$ cat src/rtl/i2c_codec_target_if.sv
// Bus bundle for the codec-control I2C target: the pins, the committed-write
// strobe, the readback port and the status outputs.
interface i2c_codec_target_if;
    logic       scl;
    logic       sda_in;
    logic       sda_oe;
    logic       wr_valid;
    logic [6:0] wr_addr;
    logic [8:0] wr_data;
    logic [6:0] rd_addr;
    logic [8:0] rd_data;
    logic       busy;
    logic [7:0] frame_cnt;
    logic       err;

    // The target side (the design)
    modport slave (
        input  scl, sda_in, rd_addr,
        output sda_oe, wr_valid, wr_addr, wr_data, rd_data, busy, frame_cnt, err
    );

    // The bus-master / host side
    modport master (
        output scl, sda_in, rd_addr,
        input  sda_oe, wr_valid, wr_addr, wr_data, rd_data, busy, frame_cnt, err
    );
endinterface

$ cat src/rtl/i2c_codec_target.sv
// I2C write-only target emulating a codec control port.
// Frames: {DEV_ADDR,W}, {reg[6:0],d[8]}, d[7:0]. 9-bit values are stored in a
// small register file with combinational readback.
// Optional input glitch filter: define I2C_TGT_GLITCH_FILTER_EN.
module i2c_codec_target #(
    parameter logic [6:0] DEV_ADDR  = 7'h1A,
    parameter int         NUM_REGS  = 19,
    parameter logic [6:0] RESET_REG = 7'h0F
) (
    input  logic              clk,
    input  logic              reset_n,
    i2c_codec_target_if.slave bus
);
    localparam int         IDX_W     = $clog2(NUM_REGS);
    localparam logic [6:0] REG_LIMIT = 7'(NUM_REGS);

    typedef enum logic [2:0] {
        IDLE, ADDR, ACK_A, REGHI, ACK_H, DATLO, ACK_L, IGNORE
    } state_t;

    // Index 1 = SCL, index 0 = SDA
    logic [1:0] pin;
    logic [1:0] line;
    logic [1:0] line_prev;

    assign pin = {bus.scl, bus.sda_in};

    generate
        for (genvar gi = 0; gi < 2; gi++) begin : g_cond
            logic [1:0] sync;
            logic       prev;
`ifdef I2C_TGT_GLITCH_FILTER_EN
            logic [1:0] hist;
            logic       filt;
            // Line follows the synced input only once three samples agree
            assign line[gi] = (sync[1] == hist[0] && hist[0] == hist[1]) ? sync[1] : filt;

            // Sample history and held filter output; idle bus level is high
            always_ff @(posedge clk or negedge reset_n) begin
                if (!reset_n) begin
                    hist <= 2'b11;
                    filt <= 1'b1;
                end else begin
                    hist <= {hist[0], sync[1]};
                    filt <= line[gi];
                end
            end
`else
            assign line[gi] = sync[1];
`endif
            // Two-flop synchroniser plus previous-value flop for edge detection
            always_ff @(posedge clk or negedge reset_n) begin
                if (!reset_n) begin
                    sync <= 2'b11;
                    prev <= 1'b1;
                end else begin
                    sync <= {sync[0], pin[gi]};
                    prev <= line[gi];
                end
            end
            assign line_prev[gi] = prev;
        end
    endgenerate

    logic scl_rise, scl_fall, start_det, stop_det;
    assign scl_rise  =  line[1] & ~line_prev[1];
    assign scl_fall  = ~line[1] &  line_prev[1];
    assign start_det =  line[1] &  line_prev[1] &  line_prev[0] & ~line[0];
    assign stop_det  =  line[1] &  line_prev[1] & ~line_prev[0] &  line[0];

    state_t     state;
    logic [2:0] bit_cnt;
    logic [6:0] shift;
    logic [6:0] reg_addr;
    logic       d8;
    logic       ack_phase;
    logic [7:0] rx_byte;
    logic [8:0] regs [NUM_REGS];

    // The byte as it stands including the bit arriving on this SCL rise
    assign rx_byte = {shift, line[0]};

    // Readback is combinational; a same-cycle commit shows up one cycle later
    assign bus.rd_data = (bus.rd_addr < REG_LIMIT) ? regs[bus.rd_addr[IDX_W-1:0]] : 9'h000;

    // Frame decoder FSM with registered outputs and register-file writes
    always_ff @(posedge clk or negedge reset_n) begin
        if (!reset_n) begin
            state         <= IDLE;
            bit_cnt       <= 3'd0;
            shift         <= 7'd0;
            reg_addr      <= 7'd0;
            d8            <= 1'b0;
            ack_phase     <= 1'b0;
            bus.sda_oe    <= 1'b0;
            bus.wr_valid  <= 1'b0;
            bus.wr_addr   <= 7'd0;
            bus.wr_data   <= 9'd0;
            bus.busy      <= 1'b0;
            bus.frame_cnt <= 8'd0;
            bus.err       <= 1'b0;
            for (int i = 0; i < NUM_REGS; i++) regs[i] <= 9'h000;
        end else begin
            bus.wr_valid <= 1'b0;
            if (start_det || stop_det) begin
                // A frame cut short after the address byte is an error
                if (state inside {ACK_A, REGHI, ACK_H, DATLO}) bus.err <= 1'b1;
                bus.sda_oe <= 1'b0;
                ack_phase  <= 1'b0;
                bit_cnt    <= 3'd0;
                state      <= start_det ? ADDR : IDLE;
                bus.busy   <= start_det;
            end else begin
                case (state)
                    IDLE: ;
                    ADDR, REGHI, DATLO, IGNORE: begin
                        if (scl_rise) begin
                            shift   <= rx_byte[6:0];
                            bit_cnt <= bit_cnt + 3'd1;
                            if (bit_cnt == 3'd7) begin
                                if (state == ADDR) begin
                                    if (rx_byte[7:1] == DEV_ADDR && !rx_byte[0]) begin
                                        state <= ACK_A;
                                    end else begin
                                        state <= IGNORE;
                                        if (rx_byte[7:1] == DEV_ADDR) bus.err <= 1'b1;
                                    end
                                end else if (state == REGHI) begin
                                    reg_addr <= rx_byte[7:1];
                                    d8       <= rx_byte[0];
                                    if (rx_byte[7:1] >= REG_LIMIT && rx_byte[7:1] != RESET_REG) begin
                                        state   <= IGNORE;
                                        bus.err <= 1'b1;
                                    end else begin
                                        state <= ACK_H;
                                    end
                                end else if (state == DATLO) begin
                                    bus.wr_valid  <= 1'b1;
                                    bus.wr_addr   <= reg_addr;
                                    bus.wr_data   <= {d8, rx_byte};
                                    bus.frame_cnt <= bus.frame_cnt + 8'd1;
                                    if (reg_addr == RESET_REG) begin
                                        for (int i = 0; i < NUM_REGS; i++) regs[i] <= 9'h000;
                                    end else begin
                                        regs[reg_addr[IDX_W-1:0]] <= {d8, rx_byte};
                                    end
                                    state <= ACK_L;
                                end
                            end
                        end
                    end
                    ACK_A, ACK_H, ACK_L: begin
                        // Drive from the 8th falling edge to the 9th falling edge
                        if (scl_fall) begin
                            if (!ack_phase) begin
                                bus.sda_oe <= 1'b1;
                                ack_phase  <= 1'b1;
                            end else begin
                                bus.sda_oe <= 1'b0;
                                ack_phase  <= 1'b0;
                                bit_cnt    <= 3'd0;
                                state      <= (state == ACK_A) ? REGHI :
                                              (state == ACK_H) ? DATLO : IGNORE;
                            end
                        end
                    end
                    default: state <= IDLE;
                endcase
            end
        end
    end
endmodule

$ cat src/flat_wrapper.sv
// flat-port wrapper written by rule: the top's interface ports become plain ports
module i2c_codec_target_flat 
#(
    parameter logic [6:0] DEV_ADDR  = 7'h1A,
    parameter int         NUM_REGS  = 19,
    parameter logic [6:0] RESET_REG = 7'h0F
)
  (clk, reset_n, bus_scl, bus_sda_in, bus_rd_addr, bus_sda_oe, bus_wr_valid, bus_wr_addr, bus_wr_data, bus_rd_data, bus_busy, bus_frame_cnt, bus_err);
  i2c_codec_target_if bus_i ();
  input  logic clk;
  input  logic reset_n;
  input wire logic [$bits(bus_i.scl)-1:0] bus_scl;
  input wire logic [$bits(bus_i.sda_in)-1:0] bus_sda_in;
  input wire logic [$bits(bus_i.rd_addr)-1:0] bus_rd_addr;
  output wire logic [$bits(bus_i.sda_oe)-1:0] bus_sda_oe;
  output wire logic [$bits(bus_i.wr_valid)-1:0] bus_wr_valid;
  output wire logic [$bits(bus_i.wr_addr)-1:0] bus_wr_addr;
  output wire logic [$bits(bus_i.wr_data)-1:0] bus_wr_data;
  output wire logic [$bits(bus_i.rd_data)-1:0] bus_rd_data;
  output wire logic [$bits(bus_i.busy)-1:0] bus_busy;
  output wire logic [$bits(bus_i.frame_cnt)-1:0] bus_frame_cnt;
  output wire logic [$bits(bus_i.err)-1:0] bus_err;
  assign bus_i.scl = bus_scl;
  assign bus_i.sda_in = bus_sda_in;
  assign bus_i.rd_addr = bus_rd_addr;
  assign bus_sda_oe = bus_i.sda_oe;
  assign bus_wr_valid = bus_i.wr_valid;
  assign bus_wr_addr = bus_i.wr_addr;
  assign bus_wr_data = bus_i.wr_data;
  assign bus_rd_data = bus_i.rd_data;
  assign bus_busy = bus_i.busy;
  assign bus_frame_cnt = bus_i.frame_cnt;
  assign bus_err = bus_i.err;
  i2c_codec_target #(.DEV_ADDR(DEV_ADDR), .NUM_REGS(NUM_REGS), .RESET_REG(RESET_REG)) u_core (.clk(clk), .reset_n(reset_n), .bus(bus_i));
endmodule
$ cat config.mk
export PLATFORM = sky130hd
export DESIGN_NAME = i2c_codec_target_flat
export DESIGN_NICKNAME = d
export VERILOG_FILES = /design/src/rtl/i2c_codec_target_if.sv /design/src/rtl/i2c_codec_target.sv /design/src/flat_wrapper.sv
export SDC_FILE = /design/constraint.sdc
export NUM_CORES = 1
export LEC_CHECK = 0
export CORE_AREA = 5 5 179 181
export CTS_CLUSTER_SIZE = 16
export DETAILED_ROUTE_END_ITERATION = 8
export DIE_AREA = 0 0 184 186
export GPL_ROUTABILITY_DRIVEN = 0
export SYNTH_ARGS = -nofsm -noshare
export SYNTH_HDL_FRONTEND = slang
export SYNTH_SLANG_ARGS = --single-unit
export TNS_END_PERCENT = 50
$ cat constraint.sdc
create_clock -name clk -period 5.1 [get_ports clk]
set_input_delay 1.275 -clock clk [delete_from_list [all_inputs] [get_ports clk]]
set_output_delay 1.275 -clock clk [all_outputs]
set_load 0.02 [all_outputs]
# Yosys cells after proc, flatten, opt, wreduce, memory -nomap -nowiden
# Index checks and enable logic that the tools add are counted.
[totals] word_cells=148 out_inout_bits=37 register_bits=226 inputBits=11
[op_classes] n_reduce_logical=23 bitwise_logic=16 muxes=48 magnitude_cmp=5 n_eq_ne=19 addsub=2
[ops] operator="bitwise mux 171 bit" n=1
[ops] operator="two-way mux 171 bit" n=1
[ops] operator="binary-select mux 9 bit (select 5 bit)" n=1
[ops] operator="demux 9 bit (select 5 bit)" n=1
[ops] operator="two-way mux 3 bit" n=14
[ops] operator="two-way mux 9 bit" n=4
[ops] operator="two-way mux 1 bit" n=22
[ops] operator="== test 3 bit, second input constant" n=5
[ops] operator="greater-or-equal comparator 6 bit, second input constant" n=2
[ops] operator="!= test 3 x 1 -> 1 bit, second input constant" n=4
[ops] operator="inverter 5 -> 6 bit" n=2
[ops] operator="one-hot mux 3 bit (2 select lines)" n=2
[ops] operator="AND reduction 6 bit" n=2
[ops] operator="nonzero test 2 bit" n=5
[ops] operator="nonzero test 3 bit" n=3
[ops] operator="adder 8 x 1 -> 8 bit, second input constant" n=1
[ops] operator="AND reduction 8 bit" n=1
[ops] operator="bitwise AND 1 bit" n=7
[ops] operator="== test 7 x 4 -> 1 bit, second input constant" n=1
[ops] operator="== test 7 x 5 -> 1 bit, second input constant" n=1
[ops] operator="greater-or-equal comparator 7 x 5 -> 1 bit, second input constant" n=1
[ops] operator="< comparator 7 x 5 -> 1 bit, second input constant" n=1
[ops] operator="!= test 7 x 4 -> 1 bit, second input constant" n=1
[ops] operator="inverter 1 bit" n=7
[ops] operator="other kinds (18)" n=23

# Longest topological paths before layout
# Gate-level depths: netlist of the first run.
[logic_depth] word_depth=9 mapped_depth=9 mapped_depth_nobuf=7

# Worst setup path before layout of the first run
# Ideal clock, no wire load.
[synth_timing] kind="input-to-output" startpoint="in bus_rd_addr[0]" endpoint="out bus_rd_data[7]" cell_stages=5 t_required_ns=3.825 slack_ns=1.198 arrival_ns=2.627 path_buffers=2 cell_sequence="buf_4 > buf_4 > mux4_2 > a22oi_1 > o221ai_1"
[synth_via] elab_chain_cells=5 word_cells_on_any_way=6 cone_classes="order compare (1); mux (4); bitwise (1)"
[synth_lines] element="from (decl)" line="flat_wrapper.sv:14" rtl="input wire logic [$bits(bus_i.rd_addr)-1:0] bus_rd_addr;"
[synth_lines] element="inverter 5 -> 6 bit (implied by the code)" line="i2c_codec_target.sv:84" rtl="assign bus.rd_data = (bus.rd_addr < REG_LIMIT) ? regs[bus.rd_addr[IDX_W-1:0]] : 9'h000;"
[synth_lines] element="binary-select mux 9 bit (select 5 bit)" line="i2c_codec_target.sv:84"
[synth_lines] element="two-way mux 9 bit (implied by the code) (2 in a row)" line="i2c_codec_target.sv:84"
[synth_lines] element="two-way mux 9 bit *" line="i2c_codec_target.sv:84"
[synth_lines] element="to (decl)" line="flat_wrapper.sv:19" rtl="output wire logic [$bits(bus_i.rd_data)-1:0] bus_rd_data;"
# Every way passes the cells marked *; elsewhere a longest branch is shown, timed or not. The select of a mux whose other input is x is not followed.

# Worst setup path after layout of the first run
[layout_timing] startpoint="in bus_rd_addr[3]" endpoint="out bus_rd_data[7]"
# Same word-level chain as after synthesis.

==> results of run 1 <==
-- cell usage in the layout, fill, tap and decap left out, types with 3 or more instances in the layout --
master / instances
o211ai_4: 8
clkinv_2: 5
a22oi_1: 9
nand3_1: 8
or3b_1: 3
clkbuf_1: 5
mux4_2: 36
and3_1: 5
o221ai_1: 10
dfrtp_1: 220
clkdlybuf4s50_1: 44
a21oi_1: 4
a32o_1: 9
nand3b_1: 5
nand2_1: 111
bufinv_16: 4
clkbuf_16: 25
nor2_1: 26
o21ai_1: 12
mux2i_1: 18
nor3b_1: 4
clkbuf_8: 5
o21ai_2: 4
xnor2_1: 8
ha_1: 3
nand2b_1: 3
o2bb2ai_1: 36
nor3_1: 5
inv_1: 10
dfstp_2: 6
buf_12: 3
buf_4: 13
and3b_1: 4
mux2_2: 9
nor2_2: 8
a22o_1: 128
-- metrics by stage --
step	cells	worst slack, ns	hold WS [ns]	utilization	power (W)
final	1266	0.374	0.355	0.400	0.00446
after global routing	1266	0.218	0.364	0.400	0.00462
after CTS	1266	0.384	0.355	0.400	0.00449
after detailed placement	1220	0.390	0.347	0.371	0.00255
after global placement	1220	0.428	0.347	0.371	0.00254
after floorplan	826	1.20	0.345	-	0.00229
-- kinds of logic after synthesis --
family | after synthesis | share of synthesized area
AND/OR/NAND/NOR | 206 | 0.0984
AO/OA/AOI/OAI | 242 | 0.206
multiplexers | 63 | 0.105
buffers and inverters | 76 | 0.0360
adder cells (fa/ha/maj) | 3 | 0.00360
XOR/XNOR | 10 | 0.00839
flip-flops | 226 | 0.543
-- metal layers --
| metal | global-route usage | up-vias |
|---|---|---|
| li1 | - | 3197 |
| met1 | 0.246 | 3826 |
| met2 | 0.257 | 246 |
| met3 | 0.0418 | 49 |
| met4 | 0.0399 | 0 |
| met5 | 0 | - |
-- worst paths after layout --
check                                         startpoint                       end  slack [ns]  cells after the start
worst max-delay path                      bus_rd_addr[3]            bus_rd_data[7]        0.37                      6
worst min-delay path            u_core.g_cond[1].sync[0]  u_core.g_cond[1].sync[1]        0.35                      0
worst max register to register  u_core.g_cond[1].sync[1]          u_core.regs[117]        1.74                      4
worst min register to register  u_core.g_cond[1].sync[0]  u_core.g_cond[1].sync[1]        0.35                      0
max in group asynchronous                        reset_n          u_core.regs[146]        3.27                      2
min in group asynchronous                        reset_n       u_core.bus.wr_valid        0.74                      1
-- worst reg2reg max path, stage by stage, from the launching register on --
cell and delay, ns:
dfstp_2 0.59, and3b_1 0.66, nand3_1 0.77, nor2_1 1.03, a22o_1 0.25
-- layout make-up --
class / count / area (sq um) / share of cell area
clock buffers: 35 / 713 / 0.0589
clock inverters: 11 / 173 / 0.0143
inverters: 11 / 46.3 / 0.00382
multi-input cells: 524 / 4400 / 0.363
flip-flops and latches: 226 / 5660 / 0.468
well taps: 396 / 495 / 0.0409
repair buffers: 63 / 623 / 0.0515
-- cell usage after synthesis (all sizes together) (3+ instances only) --
master   count  area, sq um
o21ai       18          105
a22oi        9         67.6
xnor2        8         70.1
mux4        36          811
nor3         9         77.6
ha           3         37.5
nand3       10         60.1
nor3b        5         42.5
and3         5         31.3
a22o       128         1120
nor2        36          170
dfstp        6          158
and3b        4         35.0
buf         43          246
or3b         3         26.3
nand2      113          434
o211ai       9          178
mux2i       18          180
a21oi        4         20.0
o221ai      10         87.6
mux2         9          101
a32o         9         90.1
clkbuf      22         82.6
o2bb2ai     36          315
nand3b       6         48.8
dfrtp      220         5510
nand2b       3         18.8
inv         10         37.5
-- flip-flops by register name (all words and copies together), names as in the netlist --
name / cells
u_core.bit_cnt: 3
u_core.bus.wr_valid: 1
u_core.shift: 7
u_core.bus.err: 1
u_core.bus.wr_data: 9
u_core.bus.busy: 1
u_core.d8: 1
u_core.g_cond.sync: 4
u_core.bus.wr_addr: 7
u_core.bus.frame_cnt: 8
u_core.reg_addr: 7
u_core.regs: 171
u_core.state: 3
u_core.g_cond.prev: 2
u_core.ack_phase: 1
-- report_power, final --
part / total [W] / leakage (nW) / internal (W) / switching [W]
clock: 0.00194 / 0.436 / 0.00118 / 0.000755
combinational: 0.000570 / 1.77 / 0.000166 / 0.000404
sequential: 0.00195 / 3.12 / 0.00185 / 0.000104
==> summary.md, run 1 <==
| Metric | Value |
|---|---|
| CTS tree | `yes` |
| Maximum VDD drop | `between 0.0003 and 0.0004 V` |
| Vias per cell | `around 5.8` |
| DR WL met3 | `about 1900 um` |
| Met1 wire length | `between 10,000 and 15,000 um` |
| Worst skew pair latency | `0.55 ns` |
| DRT antenna net count | `0` |
| Final period util | `0.927` |
| Final min period | `around 4.7 ns` |
| Avg Cell Area, Syn | `between 10 and 15 sq um` |
| Buffers on Ports | `47` |
| CTS sink cnt | `about 230` |
| Run status | `complete, no violations` |
| CP Capture Type | `primary output` |
| Maxcap violations | `0` |
| Top_reg_cell synth | `dfrtp_1` |
| Hold Path Class | `reg -> reg` |
| Core area | `~0.030 sq mm` |
| Top layer in use | `met4` |
| Synth unique cells | `70` |
| # DRC | `0` |
| # nets final | `between 800 and 900` |
| Initial antenna violation count | `0` |
| FILL cells | `between 2,000 and 3,000` |
| Slowest CP cell | `clkdlybuf4s50_1` |
| Max stage delay on crit path | `between 0.6 and 0.7 ns` |
| DIE AREA | `roughly 0.034 sq mm` |
| Slew @ Worst Pin | `~1.1 ns` |
| Buffers & Inverters on Critical Path | `2` |
| Sequential area share after synthesis | `0.543` |
| Clk_skew | `0.0332 ns` |
| Dpl cell area | `about 0.011 sq mm` |
| # setup viols final | `0` |
| Wire per inst | `22.7 um` |
| Post-synth design cell area | `between 0.01 and 0.015 sq mm` |
| Via count | `about 7,300` |
| Row count | `64` |
| Cts-stage hold buffer count | `0` |
| Post-synth EDFFs | `0` |
| Worst setup path class | `in -> out` |
| Max frequency | `around 210 MHz` |
| DR iter-0 viols | `636` |
| Max_slew headroom | `0.259` |
| Number of synthesis warnings | `0` |
| First-pass iteration count of the detailed router | `5` |
| Leak pwr | `roughly 5.3 nW` |
| CP Max Fanout | `9` |
| # diodes | `0` |
| Reg clk slew, reported paths | `0.06 ns` |
| Die height | `186 um` |
| Delay-heaviest family, CP | `buffers and inverters` |
| Setup bufs post-CTS | `0` |
| CTS Root Buffer Type | `clkbuf_16` |
| Overall routing resource usage | `0.169` |
| # IOs | `48` |
| CP Launch Type | `input pin` |
| RSZ-0062 raised after global routing | `no` |
| Setup TNS | `0 ns` |
| Critical Path Most Common Cell | `clkdlybuf4s50_1` |
| Ys async rst share | `1.00` |
| Crit path cell chain | `clkdlybuf4s50_1 -> nor4_1 -> and3_1 -> a22oi_1 -> o221ai_1 -> clkdlybuf4s50_1` |
| Largest net degree at the start of global routing | `96` |
| Area Overhead vs Synth | `16.1%` |
| Initial Util | `0.345` |
| Vias in the first global route | `between 7,000 and 8,000` |
| Total global routing overflow | `0` |
| Final hold violation count | `0` |
| Worst EP arrival | `approximately 3.5 ns` |
| Post-CTS Resized | `0` |
| Clk buf depth | `3` |
| Total CTS buffers | `25` |
| Global-route wire length before repair | `45,400 um` |
| HPWL after DPL | `17,800 um` |
| Design Area, Final | `0.0121 sq mm` |
| Power Density | `roughly 370 mW/mm^2` |
| Chip width | `between 150 and 200 um` |
| Met2 routed WL | `about 13,000 um` |
| Syn_nets | `840` |
| Data required, critical path | `3.83 ns` |
| Seq cells post-synth | `between 200 and 250` |
| Htree depth | `1` |
| Cell count after synthesis | `around 830` |
| Max Slew Vio Count | `0` |
| Total Wirelength | `between 20,000 and 30,000 um` |
| Share of layout cells above drive strength 1 | `0.170` |
No activity file was read; power rests on OpenSTA's default activity.
==> run 2: changes to the inputs <==
--- a/config.mk
+++ b/config.mk
@@ -5,10 +5,11 @@
 export SDC_FILE = /design/constraint.sdc
 export NUM_CORES = 1
 export LEC_CHECK = 0
-export CORE_AREA = 5 5 179 181
+export CAP_MARGIN = 10
+export CORE_AREA = 5 5 168 170
 export CTS_CLUSTER_SIZE = 16
 export DETAILED_ROUTE_END_ITERATION = 8
-export DIE_AREA = 0 0 184 186
+export DIE_AREA = 0 0 173 175
 export GPL_ROUTABILITY_DRIVEN = 0
 export SYNTH_ARGS = -nofsm -noshare
 export SYNTH_HDL_FRONTEND = slang
==> run 2 against run 1 <==
- worst hold slack about the same
- clock power is 2% higher
- critical endpoint is now bus_rd_data[4]
- die area down 12%
- final cell count shrank 4.3%
- critical path depth is the same
- total power grew 1.2%
- global-route usage up 1.9 points
- non-clock buffer count decreased by 1
- sequential power hardly changed
- core utilization increased by 5.4 points
==> summary.md, run 2 (synthesis gave the netlist of run 1 again) <==
| Metric | Value |
|---|---|
| Run status | `complete, no violations` |
| Clk buf depth | `3` |
| Data required, critical path | `roughly 3.8 ns` |
| Die height | `175 um` |
| Number of flip-flops in the largest register | `between 150 and 200` |
| Post-CTS Resized | `0` |
| Initial Util | `0.393` |
| Wire per inst | `roughly 24 um` |
| # setup viols final | `0` |
| CP Capture Type | `primary output` |
| # DRC | `0` |
| Leading cell type in the layout, fill and taps excluded | `dfrtp_1` |
| Worst setup path class | `in -> out` |
| Max Slew Vio Count | `0` |
| HP Start | `u_core.g_cond[1].sync[0]` |
| CTS sink cnt | `around 230` |
| Hold Path Class | `reg -> reg` |
| Register-to-Register Path Depth | `4` |
| Overall routing resource usage | `0.188` |
| PnR Total Power | `0.00451 W` |
| Total global routing overflow | `0` |
| Leak pwr | `5.34 nW` |
| CTS Root Buffer Type | `clkbuf_16` |
| # nets final | `roughly 870` |
| Total Wirelength | `28,600 um` |
| R2r endpoint | `u_core.regs[149]` |
| Global-route wire length before repair | `45,400 um` |
| Largest net degree at the start of global routing | `between 90 and 100` |
| Chip width | `between 150 and 200 um` |
| Crit path cell chain | `clkdlybuf4s50_1 -> nor4_1 -> and3_1 -> a22oi_1 -> o221ai_1 -> clkdlybuf4s50_1` |
| Final period util | `0.915` |
| Biggest regs | `u_core.regs x171, u_core.bus.wr_data x9, u_core.bus.frame_cnt x8` |
| Area of the multi-input gates | `0.00440 sq mm` |
| Max_slew headroom | `0.312` |
| CP Max Fanout | `9` |
| Worst skew pair latency | `between 0.5 and 0.6 ns` |
| Reg clk slew, reported paths | `around 0.060 ns` |
| Core area | `0.0266 sq mm` |
| Slew @ Worst Pin | `~1.0 ns` |
| Vias per cell | `roughly 6` |
| Total CTS buffers | `26` |
| RSZ-0062 raised after global routing | `no` |
| Buffers & Inverters on Critical Path | `2` |
| FF/Latch Area | `0.00566 sq mm` |
| Clk_skew | `slightly below 0.02 ns` |
| Final hold violation count | `0` |
| Most frequent cells in the layout | `dfrtp_1 (220), a22o_1 (128), nand2_1 (111)` |
| Vias in the first global route | `~7,400` |
| Via count | `7,245` |
| Row count | `60` |
| R2R Setup Slk | `between 2 and 2.5 ns` |
| Hold endpoint | `u_core.g_cond[1].sync[1]` |
| Maximum VDD drop | `0.000232 V` |
| Final min period | `between 4 and 5 ns` |
| Critical Path Most Common Cell | `clkdlybuf4s50_1` |
| HPWL after DPL | `18,400 um` |
| # IOs | `48` |
| CP Launch Type | `input pin` |
| Maxcap violations | `0` |
| Setup TNS | `0 ns` |
| Cts-stage hold buffer count | `0` |
| Max frequency | `around 210 MHz` |
| First-pass iteration count of the detailed router | `5` |
| Setup bufs post-CTS | `0` |
| Slowest CP cell | `clkdlybuf4s50_1` |
| DRT antenna net count | `0` |
| Most flop-heavy register | `u_core.regs` |
| Max stage delay on crit path | `~0.66 ns` |
| CTS tree | `yes` |
| Buffers on Ports | `47` |
| # diodes | `0` |
| Power Density | `around 370 mW/mm^2` |
| FILL cells | `approximately 2,500` |
| Initial antenna violation count | `0` |
| DIE AREA | `0.0303 sq mm` |
| Share of layout cells above drive strength 1 | `0.172` |
| DR iter-0 viols | `~750` |
| Worst EP arrival | `roughly 3.4 ns` |
| Worst R2R Start | `u_core.g_cond[1].sync[1]` |
| Htree depth | `1` |
| Delay-heaviest family, CP | `buffers and inverters` |
| Hold depth | `0` |
| Area Overhead vs Synth | `15.6%` |
run 2: cell types whose count changed in the layout (fill, tap and decap cells not counted), sizes merged:
cell and change:
clkinv +6, clkbuf -4, buf -1, bufinv +1, clkinvlp -1, inv -1
run 2: per-stage QoR:
stage	area [sq um]	worst slack, ns	hold slack [ns]	std cells	utilization
floorplan	10400	1.20	0.345	826	-
global placement	11100	0.485	0.346	1163	0.419
detailed placement	11100	0.463	0.347	1163	0.419
CTS	12100	0.452	0.355	1210	0.453
global route	12100	0.313	0.358	1211	0.454
finish	12100	0.433	0.355	1211	0.454
run 2: power breakdown:
group / switching, W / internal [W]
Combinational: 0.000383 / 0.000169
Clock: 0.000762 / 0.00122
Sequential: 0.000133 / 0.00185
run 2: worst max path at each step:
stage,from,end,cells after the start,slack [ns]
3_5_place_dp,bus_rd_addr[3],bus_rd_data[4],6,0.46
5_1_grt,bus_rd_addr[3],bus_rd_data[1],6,0.31
4_1_cts,bus_rd_addr[3],bus_rd_data[4],6,0.45
3_3_place_gp,bus_rd_addr[3],bus_rd_data[5],6,0.48
6_report,bus_rd_addr[3],bus_rd_data[4],6,0.43
2_1_floorplan,bus_rd_addr[0],bus_rd_data[7],5,1.20
run 2: final cells by class:
type | instances | area share
clock buffer | 31 | 0.0572
clock inverter | 16 | 0.0183
inverter | 11 | 0.00384
multi-input combinational | 524 | 0.365
sequential | 226 | 0.470
tap | 341 | 0.0354
timing repair buffer | 62 | 0.0513
run 2: routing by layer:
metal | wire length [um] | share of wire | GRT usage
met1 | 13000 | 0.45 | 0.271
met2 | 13200 | 0.46 | 0.296
met3 | 1740 | 0.061 | 0.0299
met4 | 641 | 0.022 | 0.0529
met5 | 0 | 0 | 0
